**config.mk**
```make
export PLATFORM = sky130hd
export DESIGN_NAME = hazard_stall_ctrl
export DESIGN_NICKNAME = d
export VERILOG_FILES = /design/src/rtl/hazard_stall_ctrl_pkg.sv /design/src/rtl/hazard_stall_ctrl_hazard_cmp.sv /design/src/rtl/hazard_stall_ctrl.sv
export SDC_FILE = /design/constraint.sdc
export NUM_CORES = 1
export LEC_CHECK = 0
export ABC_CLOCK_PERIOD_IN_PS = 2800
export CORE_MARGIN = 4
export CORE_UTILIZATION = 44
export CTS_CLUSTER_SIZE = 8
export DETAILED_ROUTE_END_ITERATION = 8
export PLACE_DENSITY = 0.79
export SLEW_MARGIN = 20
export SYNTH_ARGS = -nofsm -noshare
export SYNTH_HDL_FRONTEND = slang
export SYNTH_SLANG_ARGS = --single-unit
```
**constraint.sdc**
```tcl
create_clock -name clk -period 2.8 [get_ports clk]
set_input_delay 0.56 -clock clk [delete_from_list [all_inputs] [get_ports clk]]
set_output_delay 0.56 -clock clk [all_outputs]
set_load 0.02 [all_outputs]
```
**src/rtl/hazard_stall_ctrl_pkg.sv**
```systemverilog
// Shared pipeline definitions for the 5-stage 16-bit core: controller state
// encoding, the NOP instruction word and the register-index width.
package hazard_stall_ctrl_pkg;

  localparam int REG_W = 3;

  // Instruction word loaded into IF/ID when it is flushed.
  localparam logic [15:0] NOP_INSTR = 16'h0800;

  typedef enum logic [1:0] {
    RUN       = 2'd0,
    DMEM_WAIT = 2'd1,
    DRAIN     = 2'd2,
    HALTED    = 2'd3
  } stateT;

endpackage

```
**src/rtl/hazard_stall_ctrl_hazard_cmp.sv**
```systemverilog
// Load-use detector: flags an ID-stage read of the register an EX-stage load
// is about to write. Register 0 is a real register, so it is not special-cased.
// Kept standalone so the forwarding unit can reuse the same compare.
module hazard_cmp
  import hazard_stall_ctrl_pkg::*;
(
  input  logic [REG_W-1:0] idRs,
  input  logic             idRsVld,
  input  logic [REG_W-1:0] idRt,
  input  logic             idRtVld,
  input  logic [REG_W-1:0] exRd,
  input  logic             exMemRd,
  output logic             loadUse
);

  // A source matches only when it is actually read by the ID instruction.
  always_comb begin
    loadUse = exMemRd & ((idRsVld & (idRs == exRd)) | (idRtVld & (idRt == exRd)));
  end

endmodule

```
**src/rtl/hazard_stall_ctrl.sv**
```systemverilog
// Pipeline sequencing controller. Produces PC / IF/ID / ID/EX / EX/MEM
// controls from the hazard inputs and a four-state FSM
// (RUN, DMEM_WAIT, DRAIN, HALTED). Control outputs are combinational from
// state and inputs; halted and stall_cnt are registered. dbg_state exposes
// the FSM state for observation.
module hazard_stall_ctrl
  import hazard_stall_ctrl_pkg::*;
#(
  parameter int DRAIN_CYC = 3,
  parameter int CNT_W     = 16
) (
  input  logic             clk,
  input  logic             rst,
  input  logic [REG_W-1:0] id_rs,
  input  logic             id_rs_vld,
  input  logic [REG_W-1:0] id_rt,
  input  logic             id_rt_vld,
  input  logic             id_halt,
  input  logic [REG_W-1:0] ex_rd,
  input  logic             ex_mem_rd,
  input  logic             ex_br_taken,
  input  logic             imem_stall,
  input  logic             dmem_stall,
  output logic             pc_en,
  output logic             ifid_en,
  output logic             ifid_flush,
  output logic             idex_bubble,
  output logic             exmem_en,
  output logic             halted,
  output logic [CNT_W-1:0] stall_cnt,
  output logic [1:0]       dbg_state
);

  localparam int DW = (DRAIN_CYC > 1) ? $clog2(DRAIN_CYC) : 1;

  stateT          stateQ, stateD;
  logic [DW-1:0]  drainQ;
  logic           drainLoad, drainDec;
  logic           loadUse;
  logic           runRules;

  hazard_cmp uCmp (
    .idRs    (id_rs),
    .idRsVld (id_rs_vld),
    .idRt    (id_rt),
    .idRtVld (id_rt_vld),
    .exRd    (ex_rd),
    .exMemRd (ex_mem_rd),
    .loadUse (loadUse)
  );

  // Leaving DMEM_WAIT is same-cycle: once dmem_stall drops, RUN priority applies.
  assign runRules = (stateQ == RUN) || ((stateQ == DMEM_WAIT) && !dmem_stall);

  // Next state, drain counter controls and the combinational pipeline enables.
  always_comb begin
    pc_en       = 1'b0;
    ifid_en     = 1'b0;
    ifid_flush  = 1'b0;
    idex_bubble = 1'b0;
    exmem_en    = 1'b0;
    stateD      = stateQ;
    drainLoad   = 1'b0;
    drainDec    = 1'b0;
    if (rst) begin
      // Fill the pipe with NOPs while reset is held.
      ifid_en     = 1'b1;
      ifid_flush  = 1'b1;
      idex_bubble = 1'b1;
      stateD      = RUN;
    end else if (runRules) begin
      stateD = RUN;
      if (dmem_stall) begin
        stateD = DMEM_WAIT;
      end else if (ex_br_taken) begin
        pc_en       = 1'b1;
        ifid_en     = 1'b1;
        ifid_flush  = 1'b1;
        idex_bubble = 1'b1;
        exmem_en    = 1'b1;
      end else if (loadUse) begin
        idex_bubble = 1'b1;
        exmem_en    = 1'b1;
      end else if (imem_stall) begin
        ifid_en     = 1'b1;
        ifid_flush  = 1'b1;
        exmem_en    = 1'b1;
      end else if (id_halt) begin
        idex_bubble = 1'b1;
        exmem_en    = 1'b1;
        drainLoad   = 1'b1;
        stateD      = DRAIN;
      end else begin
        pc_en    = 1'b1;
        ifid_en  = 1'b1;
        exmem_en = 1'b1;
      end
    end else begin
      case (stateQ)
        DRAIN: begin
          // Branches are ignored here; only memory back-pressure pauses the drain.
          idex_bubble = 1'b1;
          exmem_en    = ~dmem_stall;
          if (!dmem_stall) begin
            if (drainQ == '0) stateD = HALTED;
            else              drainDec = 1'b1;
          end
        end
        HALTED: begin
          idex_bubble = 1'b1;
        end
        default: begin
          // DMEM_WAIT with dmem_stall still high: everything frozen.
        end
      endcase
    end
  end

  // State register.
  always_ff @(posedge clk) begin
    if (rst) stateQ <= RUN;
    else     stateQ <= stateD;
  end

  // Drain counter: counts EX/MEM/WB cycles remaining after HALT decode.
  always_ff @(posedge clk) begin
    if (rst)            drainQ <= '0;
    else if (drainLoad) drainQ <= DW'(DRAIN_CYC - 1);
    else if (drainDec)  drainQ <= drainQ - DW'(1);
  end

  // Halted flag rises on the edge that enters HALTED and holds until reset.
  always_ff @(posedge clk) begin
    if (rst) halted <= 1'b0;
    else     halted <= (stateD == HALTED);
  end

  // Saturating count of non-reset cycles where the PC did not advance.
  always_ff @(posedge clk) begin
    if (rst)                             stall_cnt <= '0;
    else if (!pc_en && stall_cnt != '1)  stall_cnt <= stall_cnt + CNT_W'(1);
  end

  assign dbg_state = stateQ;

endmodule

```
==> results of run 1 <==
==> sequential cells by signal, summed over array words and instances (netlist names) <==
signal / count
stall_cnt: 16
dbg_state: 2
halted: 1
drainQ: 2
==> worst max-delay path, delay by kind of cell <==
kind	cells	cell delay (ns)
buffers and inverters	3	1.18
AND/OR/NAND/NOR	1	0.25
AO/OA/AOI/OAI	1	0.11
==> power breakdown <==
group	internal, mW	leakage (nW)	switching (mW)
registers	0.306	0.170	0.00909
logic	0.0728	0.453	0.0609
clock network	0.0556	0.0150	0.0892
total	0.434	0.638	0.159
==> cell usage after synthesis, types with 2 or more instances <==
cell type  instances
or3_1              6
clkbuf_1           3
a21oi_1           12
nor2_1            15
nand3_1            5
dfxtp_1           21
nand2b_1           2
xor2_1             5
nand4_1            7
o21ai_0           12
ha_1               2
nor2b_1            3
xnor2_1            8
nand2_1            8
o21bai_1           2
inv_1              7
and3_1             5
nor3_1             2
==> through the flow <==
step / area (sq um) / power, mW / instances / setup TNS, ns / worst slack (ns)
2_1_floorplan: 1190 / 0.382 / 145 / 0 / 0.573
5_1_grt: 1750 / 0.621 / 231 / 0 / 0.00412
3_5_place_dp: 1730 / 0.458 / 227 / -0.557 / -0.216
3_3_place_gp: 1730 / 0.455 / 227 / -0.265 / -0.139
4_1_cts: 1750 / 0.598 / 231 / 0 / 0.0245
6_report: 1750 / 0.594 / 231 / 0 / 0.133
==> area by class of cell <==
cell class | count | area [sq um]
repair buffers | 55 | 509
multi-input cells | 114 | 731
inverters | 7 | 26.3
flip-flops and latches | 21 | 420
well taps | 30 | 37.5
clock buffers | 4 | 26.3
fillers | 207 | 772
==> worst min-delay path by stage <==
stage / startpoint / to / slack (ns) / cells past startpoint
2_1_floorplan: drainQ[1] / drainQ[1] / 0.52 / 2
6_report: stall_cnt[10] / stall_cnt[10] / 0.53 / 2
5_1_grt: stall_cnt[10] / stall_cnt[10] / 0.57 / 2
4_1_cts: stall_cnt[14] / stall_cnt[14] / 0.53 / 2
3_5_place_dp: stall_cnt[14] / stall_cnt[14] / 0.51 / 2
3_3_place_gp: stall_cnt[10] / stall_cnt[10] / 0.50 / 2
==> repair_timing <==
item,CTS,global route
setup endpoints to repair,4,3
pin swaps,0,1
resized for setup,4,4
hold buffers,0,0
==> layer usage <==
layer | vias up | track usage [%] | wire length (um)
met1 | 584 | 22.3 | 1320
li1 | 631 | - | -
met3 | 2 | 5.40 | 166
met4 | 0 | 3.16 | 14
met2 | 35 | 30.6 | 1550
met5 | - | 0 | 0
==> logic make-up (layout without fill, tap and decap cells) <==
group / after synthesis / in the layout / share of synthesized area, %
flip-flops: 21 / 21 / 35.4
multiplexers: 3 / 3 / 2.74
AND/OR/NAND/NOR: 62 / 62 / 28.4
buffers and inverters: 10 / 66 / 3.16
XOR/XNOR: 13 / 13 / 9.58
AO/OA/AOI/OAI: 34 / 34 / 18.6
adder cells (fa/ha/maj): 2 / 2 / 2.10
==> flow_summary.toml, run 1 <==
[run_status]
status = "finished, final reports clean"

[global_route]
grt_pass1_vias = 1182
grt_start_max_net_pins = 26
grt-ovfl-total = 0
grt_first_pass_wirelength_mm = 5.00
track_usage_pct = 17.9
antenna_found_initial = 0

[routing]
vias = 1252
wl_per_cell_um = 13.2
drt-total-wl_mm = 3.04
vias_per_cell = 5.42
first_pass_iters = 4
drtIter0Drc = 37
antenna_left = 0
drc_errors = 0

[clock_tree]
cts_htree_levels = 1
root_buffer = "clkbuf_4"
insertion_delay_ns = 0.30
clock_path_buffers = 2
cts_tree = "built"
cts.sinks = 21
cts_setup_buffers = 0
cts_made_buffers = 3
clk_pin_slew_worst_paths_ns = 0.11

[yosys]
syn-cell-area_sq_um = 1190
synth_top_area_share_pct = 35.4
synth.avg_cell_area_sq_um = 8.20
synth.distinct_cells = 38
synth_edf_count = 0
synth_nets = 165
netlist_instances = 145
ys_warn_count = 0
seq_area_frac_synth_pct = 35.4
synth_top_area_cell = "dfxtp_1"
ys_ff_latch = 21
ys.flop_type = "dfxtp_1"
ys_async_sr_fraction_pct = 0
netlist_top_cells_area = "dfxtp_1 (35%), xnor2_1 (5.9%), a21oi_1 (5.1%)"

[pwr]
power.leakage_nw = 0.638
vdd_drop_max_mv = 0.540
pwr_density_cell_nw_per_um2 = 339

[sta]
min_period_ns = 2.67
rsz0062_at_grt = "no"
worst_slew_pin_slew_ns = 0.611
final_max_slew_viol_count = 0
max_freq_mhz = 375
fin_worst_skew_ns = 0.00382
hold_ws_ns = 0.527
hold_viol_final = 0
fin_crit_sh_pct = 95.2
setup_viol = 0
max-slew-margin-rel_pct = 58.7

[critical_path]
slowest_delay_ns = 0.61
cp-startpoint = "rst"
arrival_ns = 2.11
required_ns = 2.24
worst_setup_path_end_kind = "output pin"
crit_type = "input pin to output pin"
reg2reg_to = "stall_cnt[11]"
crit_end = "exmem_en"
path_cells = "clkdlybuf4s50_1, or2_1, buf_4, a21oi_1, clkdlybuf4s50_1"
critical_path.max_fanout = 4
cp-start-kind = "input pin"
crit_top_cell = "clkdlybuf4s50_1"
r2r-start = "stall_cnt[0]"
cpMaxStageDelayCell = "clkdlybuf4s50_1"
r2r_cells = 8
ff2ff_setup_slack_ns = 0.45

[floorplan]
rows = 18
die_y_um = 60.0
io_pins = 42
dieWidth_um = 60.0
dieArea_sq_um = 3600
core-area_sq_um = 2520
initial_core_util_pct = 47.1

[job]
max_cap_viol_count = 0

[final_layout]
mostFrequentLayoutCells = "clkdlybuf4s50_1 (37), dfxtp_1 (21), nor2_1 (15)"
area_growth_pct = 47.3
nNetsFinal = 222
drive_above_1_share_pct = 12.4
layout_commonest_cell = "clkdlybuf4s50_1"
antenna_cells = 0
post-route-util_pct = 69.4

[place]
port_buffers = 41
place_congestion = 0.798
dpl.hpwl_mm = 2.40

[min_path]
hold_path.class = "flip-flop to flip-flop"
(Power assumes the default switching activity.)
==> run 2: changes to the inputs <==
--- a/config.mk
+++ b/config.mk
@@ -15,3 +15,4 @@
 export SYNTH_ARGS = -nofsm -noshare
 export SYNTH_HDL_FRONTEND = slang
 export SYNTH_SLANG_ARGS = --single-unit
+export TNS_END_PERCENT = 50
==> results of run 2 <==
Same layout as run 1: the final DEF is identical, and so are final timing and power.
